$ cat src/rtl/hms_display.sv
// hms_display: converts a binary {hrs, min, sec} time into six BCD digits on
// every half_sec_pulse, then time-multiplexes them onto a 6-digit
// active-low 7-segment display, with a blinking colon on the decimal points.
//
// Ports
//   clock          system clock, rising edge
//   reset          asynchronous active-low reset
//   HMS_time       {hrs[18:12], min[11:6], sec[5:0]} binary
//   half_sec_pulse one-cycle refresh strobe (also toggles the colon)
//   blank          turns all digit enables off while high
//   seg            active-low segments, seg[0]=a .. seg[6]=g
//   dp             active-low decimal point (colon)
//   an             active-low one-hot digit enable, an[5]=hours tens
//   bcd            six BCD digits, bcd[23:20]=hours tens
//   busy           conversion in progress
module hms_display #(
  parameter int SCAN_DIV = 256
) (
  input  logic        clock,
  input  logic        reset,
  input  logic [18:0] HMS_time,
  input  logic        half_sec_pulse,
  input  logic        blank,
  output logic [6:0]  seg,
  output logic        dp,
  output logic [5:0]  an,
  output logic [23:0] bcd,
  output logic        busy
);

  typedef enum logic [2:0] {IDLE, LOAD, HRS, MIN, SEC, DONE} state_t;

  state_t      state;
  logic        pending;
  logic        colon;
  logic [14:0] sh;        // {tens, ones, binary} double-dabble register
  logic [2:0]  iter;
  logic [5:0]  min_v, sec_v;
  logic [7:0]  hr_bcd, mn_bcd;
  logic [15:0] scan_cnt;
  logic [2:0]  idx;

  // One shift-add-3 step; max value 99 so the top bit never overflows.
  function automatic logic [14:0] dd_step(input logic [14:0] s);
    logic [14:0] t;
    t = s;
    if (t[10:7]  >= 4'd5) t[10:7]  = t[10:7]  + 4'd3;
    if (t[14:11] >= 4'd5) t[14:11] = t[14:11] + 4'd3;
    return {t[13:0], 1'b0};
  endfunction

  function automatic logic [6:0] seg_dec(input logic [3:0] d);
    case (d)
      4'd0:    seg_dec = 7'h40;
      4'd1:    seg_dec = 7'h79;
      4'd2:    seg_dec = 7'h24;
      4'd3:    seg_dec = 7'h30;
      4'd4:    seg_dec = 7'h19;
      4'd5:    seg_dec = 7'h12;
      4'd6:    seg_dec = 7'h02;
      4'd7:    seg_dec = 7'h78;
      4'd8:    seg_dec = 7'h00;
      4'd9:    seg_dec = 7'h10;
      default: seg_dec = 7'h7F;
    endcase
  endfunction

  logic [14:0] sh_nx;
  logic [6:0]  h_sat;
  logic [5:0]  m_sat, s_sat;

  assign sh_nx = dd_step(sh);
  assign h_sat = (HMS_time[18:12] > 7'd99) ? 7'd99 : HMS_time[18:12];
  assign m_sat = (HMS_time[11:6]  > 6'd59) ? 6'd59 : HMS_time[11:6];
  assign s_sat = (HMS_time[5:0]   > 6'd59) ? 6'd59 : HMS_time[5:0];

  // Conversion FSM. busy rises on the LOAD edge and falls on the DONE edge,
  // which fixes the latency at 23 edges after the sampling edge.
  always_ff @(posedge clock or negedge reset) begin
    if (!reset) begin
      state   <= IDLE;
      pending <= 1'b0;
      busy    <= 1'b0;
      bcd     <= '0;
      sh      <= '0;
      iter    <= '0;
      min_v   <= '0;
      sec_v   <= '0;
      hr_bcd  <= '0;
      mn_bcd  <= '0;
    end else begin
      case (state)
        IDLE: if (half_sec_pulse || pending) state <= LOAD;
        LOAD: begin
          sh    <= {8'd0, h_sat};
          min_v <= m_sat;
          sec_v <= s_sat;
          iter  <= '0;
          busy  <= 1'b1;
          state <= HRS;
        end
        HRS: begin
          sh   <= sh_nx;
          iter <= iter + 3'd1;
          if (iter == 3'd6) begin
            hr_bcd <= sh_nx[14:7];
            sh     <= {9'd0, min_v};
            iter   <= '0;
            state  <= MIN;
          end
        end
        MIN: begin
          sh   <= sh_nx;
          iter <= iter + 3'd1;
          if (iter == 3'd6) begin
            mn_bcd <= sh_nx[14:7];
            sh     <= {9'd0, sec_v};
            iter   <= '0;
            state  <= SEC;
          end
        end
        SEC: begin
          // Seconds result is left in sh[14:7] for DONE.
          sh   <= sh_nx;
          iter <= iter + 3'd1;
          if (iter == 3'd6) state <= DONE;
        end
        DONE: begin
          bcd   <= {hr_bcd, mn_bcd, sh[14:7]};
          busy  <= 1'b0;
          state <= pending ? LOAD : IDLE;
        end
        default: state <= IDLE;
      endcase

      // One-deep request queue; a pulse seen outside IDLE is remembered once.
      if (half_sec_pulse && state != IDLE && !pending) pending <= 1'b1;
      else if (state == DONE || state == IDLE)           pending <= 1'b0;
    end
  end

  // Colon toggle, scan divider and registered display drive.
  always_ff @(posedge clock or negedge reset) begin
    if (!reset) begin
      colon    <= 1'b0;
      scan_cnt <= '0;
      idx      <= '0;
      seg      <= 7'h7F;
      dp       <= 1'b1;
      an       <= 6'h3F;
    end else begin
      if (half_sec_pulse) colon <= ~colon;

      if (scan_cnt == 16'(SCAN_DIV - 1)) begin
        scan_cnt <= '0;
        idx      <= (idx == 3'd5) ? 3'd0 : idx + 3'd1;
      end else begin
        scan_cnt <= scan_cnt + 16'd1;
      end

      if (idx == 3'd5 && bcd[23:20] == 4'd0) seg <= 7'h7F;
      else                                    seg <= seg_dec(bcd[idx*4 +: 4]);
      an <= blank ? 6'h3F : ~(6'd1 << idx);
      dp <= blank | ~((idx == 3'd4 || idx == 3'd2) & colon);
    end
  end

endmodule

$ cat config.mk
export PLATFORM = sky130hd
export DESIGN_NAME = hms_display
export DESIGN_NICKNAME = d
export VERILOG_FILES = /design/src/rtl/hms_display.sv
export SDC_FILE = /design/constraint.sdc
export NUM_CORES = 1
export LEC_CHECK = 0
export CORE_AREA = 3 3 147 149
export DETAILED_ROUTE_END_ITERATION = 12
export DIE_AREA = 0 0 150 152
export PLACE_DENSITY = 0.49
export REMOVE_ABC_BUFFERS = 1
export SLEW_MARGIN = 20
export SYNTH_ARGS = -nofsm -noshare
export SYNTH_HDL_FRONTEND = slang
export SYNTH_SLANG_ARGS = --single-unit
$ cat constraint.sdc
create_clock -name clock -period 4.9 [get_ports clock]
set_input_delay 0.98 -clock clock [delete_from_list [all_inputs] [get_ports clock]]
set_output_delay 0.98 -clock clock [all_outputs]
set_load 0.01 [all_outputs]
==> results.sh <==
export IMPL_yosysSeqAreaShare_pct=54.4
export IMPL_leakagePower_nw=2.69
export IMPL_p_per_area_nw_per_um2=489
export IMPL_hold_ws_ns=0.436
export IMPL_ys_async_sr_fraction_pct=100
export IMPL_yosys_warnings=0
export IMPL_cts_buffers=9
export IMPL_synth_edf_count=0
export IMPL_syn_area_per_cell_um2=11.4
export IMPL_clock_latency_ns=0.35
export IMPL_cp_arrival_ns=2.73
export IMPL_numClockSinks=109
export IMPL_grt_total_usage_pct=10.6
export IMPL_tightest_slew_ns=0.767
export IMPL_syn_inst=444
export IMPL_die_h_um=152
export IMPL_cts_tree="built"
export IMPL_vdd_drop_max_v=0.000210
export IMPL_cp_data_required_time_ns=5.18
export IMPL_setup_worst_path_end_class="register"
export IMPL_outcome="finished clean"
export IMPL_n_antenna_cell=0
export IMPL_die_w_um=150
export IMPL_post_drt_via_cell_ratio=4.50
export IMPL_synth_main_ff_cell="dfrtp_1"
export IMPL_internal_power_mw=2.10
export IMPL_fp_row_count=52
export IMPL_power_frac_clock_pct=27.5
export IMPL_num_vias=3493
export IMPL_clockRootBuffer="clkbuf_16"
export IMPL_core_um2=20300
export IMPL_firstDrtPassIters=4
export IMPL_fin_util_pct=30.8
export IMPL_synth_cell_types=60
export IMPL_ant_nets=0
export IMPL_syn_area_um2=5050
export IMPL_combPwrFrac_pct=28.3
export IMPL_io_buffers=61
export IMPL_cts_setup_buffers=0
export IMPL_swShare_pct=31.4
export IMPL_fin_crit_sh_pct=50.1
export IMPL_total_power_mw=3.06
export IMPL_p_seq_share_pct=44.2
export IMPL_drv_cap=0
export IMPL_cp_start_kind="register"
export IMPL_grt_pass1_wl_um=19500
export IMPL_antenna_found_initial=0
export IMPL_grt_pass1_vias=3670
export IMPL_fmax_mhz=407
export IMPL_switchingPower_uw=961
export IMPL_setup_viol=0
export IMPL_postLayoutCellArea_um2=6250
export IMPL_initial_utilization_pct=24.9
export IMPL_placed_cell_area_um2=5900
export IMPL_multi_input_area_um2=2130
export IMPL_cp_max_fo=16
export IMPL_areaGrowthSynthToFinish_pct=23.8
export IMPL_post_drt_wl_per_cell_um=14.8
export IMPL_critPathKind="register to register"
export IMPL_h_tree_depth=3
export IMPL_fin_setup_tns_ns=0
export IMPL_hold_viol=0
export IMPL_skew_ns=0.0101
export IMPL_ys_seq_elements=109
export IMPL_drive_above_1_share_pct=16.8
export IMPL_period_minus_slack_ns=2.45
export IMPL_relSlewSlack_pct=48.9
export IMPL_dpl_hpwl_um=8260
export IMPL_regArea_um2=2750
export IMPL_drc=0
export IMPL_cts_clk_slew_worst_paths_ns=0.07
export IMPL_grt_max_degree=85
export IMPL_io_pins=62
export IMPL_globalRouteOverflowTotal=0
export IMPL_globalplace_congestion=0.779
export IMPL_drt_initial_drc_count=197
export IMPL_rsz0062_at_grt="false"
export IMPL_worstHoldPathType="register to register"
export IMPL_fillers=2072
export IMPL_hold_buffers=0
export IMPL_max_clock_path_buffers=2
export IMPL_nets=538
export IMPL_cts_resized=0
export IMPL_drt_total_wl_um=11500
export IMPL_dieArea_um2=22800
export IMPL_report_final_slew_viol_count=0
flip-flops by register name, summed over array words and instances, names as in the netlist, 7 cells and up:
signal    flops
sh           15
seg           7
scan_cnt     16
mn_bcd        8
hr_bcd        8
bcd          24
final timing paths:
kind,start,end,slack (ns),cells past startpoint
min in group asynchronous,reset,scan_cnt[12]$_DFF_PN0_,0.66,1
hold reg to reg,colon$_DFFE_PN0P_,dp$_DFF_PN1_,0.44,1
setup reg to reg,idx[1]$_DFFE_PN0N_,seg[4]$_DFF_PN1_,2.45,6
max in group asynchronous,reset,sh[14]$_DFFE_PN0P_,3.34,2
hold / removal,colon$_DFFE_PN0P_,dp$_DFF_PN1_,0.44,1
setup / recovery,idx[1]$_DFFE_PN0N_,seg[4]$_DFF_PN1_,2.45,6
synth_stat cells, drive strengths merged, types with 2 or more instances:
master   count  area share [%]
a21oi       25             2.8
a222oi       5            0.99
a22o         6             1.1
a2bb2oi      3            0.52
a31oi        3            0.37
and3         5            0.82
and4         3            0.57
buf         12             1.6
clkbuf       5            0.79
dfrtp       95              47
dfstp       14             7.3
ha          13             3.2
inv         15             1.1
mux2        36             8.2
mux2i       11             2.2
nand2       50             3.7
nand2b       7             1.0
nand3       18             2.1
nand3b       2            0.30
nand4        4            0.50
nor2        24             1.9
nor2b        5            0.62
nor3         7            0.92
nor3b        4            0.59
nor4         3            0.37
o21ai       29             2.9
o221ai       2            0.35
o22a         4            0.69
o22ai        3            0.50
xnor2        8             1.4
xor2        10             1.7
worst max-delay path: stages, from the launching register on:
cell and delay (ns):
dfrtp_1 0.75, mux2_2 0.41, a21oi_1 0.44, inv_1 0.14, ha_1 0.24, mux2_4 0.28
a21oi_2 0.13
layout by cell type, fill, tap and decap left out, types with 4 or more instances in the layout:
cell type / count
inv_1: 15
xnor2_1: 8
nand2b_1: 6
a22o_1: 5
mux2_2: 34
nand2_1: 50
nand4_1: 4
dfstp_2: 14
clkdlybuf4s50_1: 60
xor2_1: 10
mux2i_1: 11
nand3_1: 15
a222oi_1: 5
nor2b_1: 5
nor3_1: 6
clkbuf_16: 9
ha_1: 13
o21ai_0: 28
o22a_1: 4
dfrtp_1: 95
nor2_1: 22
a21oi_1: 23
nor3b_1: 4
final cells by class:
class                      count  share of cell area (%)
timing repair buffer          64                    10.1
clock buffer                  11                    4.04
tap                          270                    5.40
sequential                   109                    43.9
multi-input combinational    303                    34.1
inverter                      15                   0.901
clock inverter                 4                    1.52
kinds of logic (layout without fill, tap and decap cells):
group / Yosys count / after routing / synth area share (%)
AND/OR/NAND/NOR: 137 / 137 / 14.1
flip-flops: 109 / 109 / 54.4
AO/OA/AOI/OAI: 88 / 88 / 11.4
multiplexers: 47 / 47 / 10.4
buffers and inverters: 32 / 94 / 3.47
XOR/XNOR: 18 / 18 / 3.12
adder cells (fa/ha/maj): 13 / 13 / 3.22
power groups by stage:
| stage | Clock, mW | Combinational (mW) | Sequential [mW] |
|---|---|---|---|
| 2_1_floorplan | 0 | 0.572 | 1.32 |
| 3_3_place_gp | 0 | 0.857 | 1.37 |
| 3_5_place_dp | 0 | 0.877 | 1.37 |
| 4_1_cts | 0.867 | 0.883 | 1.36 |
| 5_1_grt | 0.898 | 0.989 | 1.39 |
| 6_report | 0.842 | 0.864 | 1.35 |
metrics by stage:
stage	worst slack (ns)	cells
after floorplan	2.80	427
after global placement	2.56	761
after detailed placement	2.41	761
after CTS	2.40	776
after global routing	2.21	776
final	2.45	776
per-layer routing:
layer | vias to the layer above | global-route usage (%) | wire length (µm)
li1 | 1688 | - | -
met2 | 67 | 17.0 | 5460
met5 | - | 0 | 0
met3 | 9 | 3.22 | 494
met1 | 1729 | 14.2 | 5440
met4 | 0 | 2.14 | 97
Power figures use the tool's default switching activity.
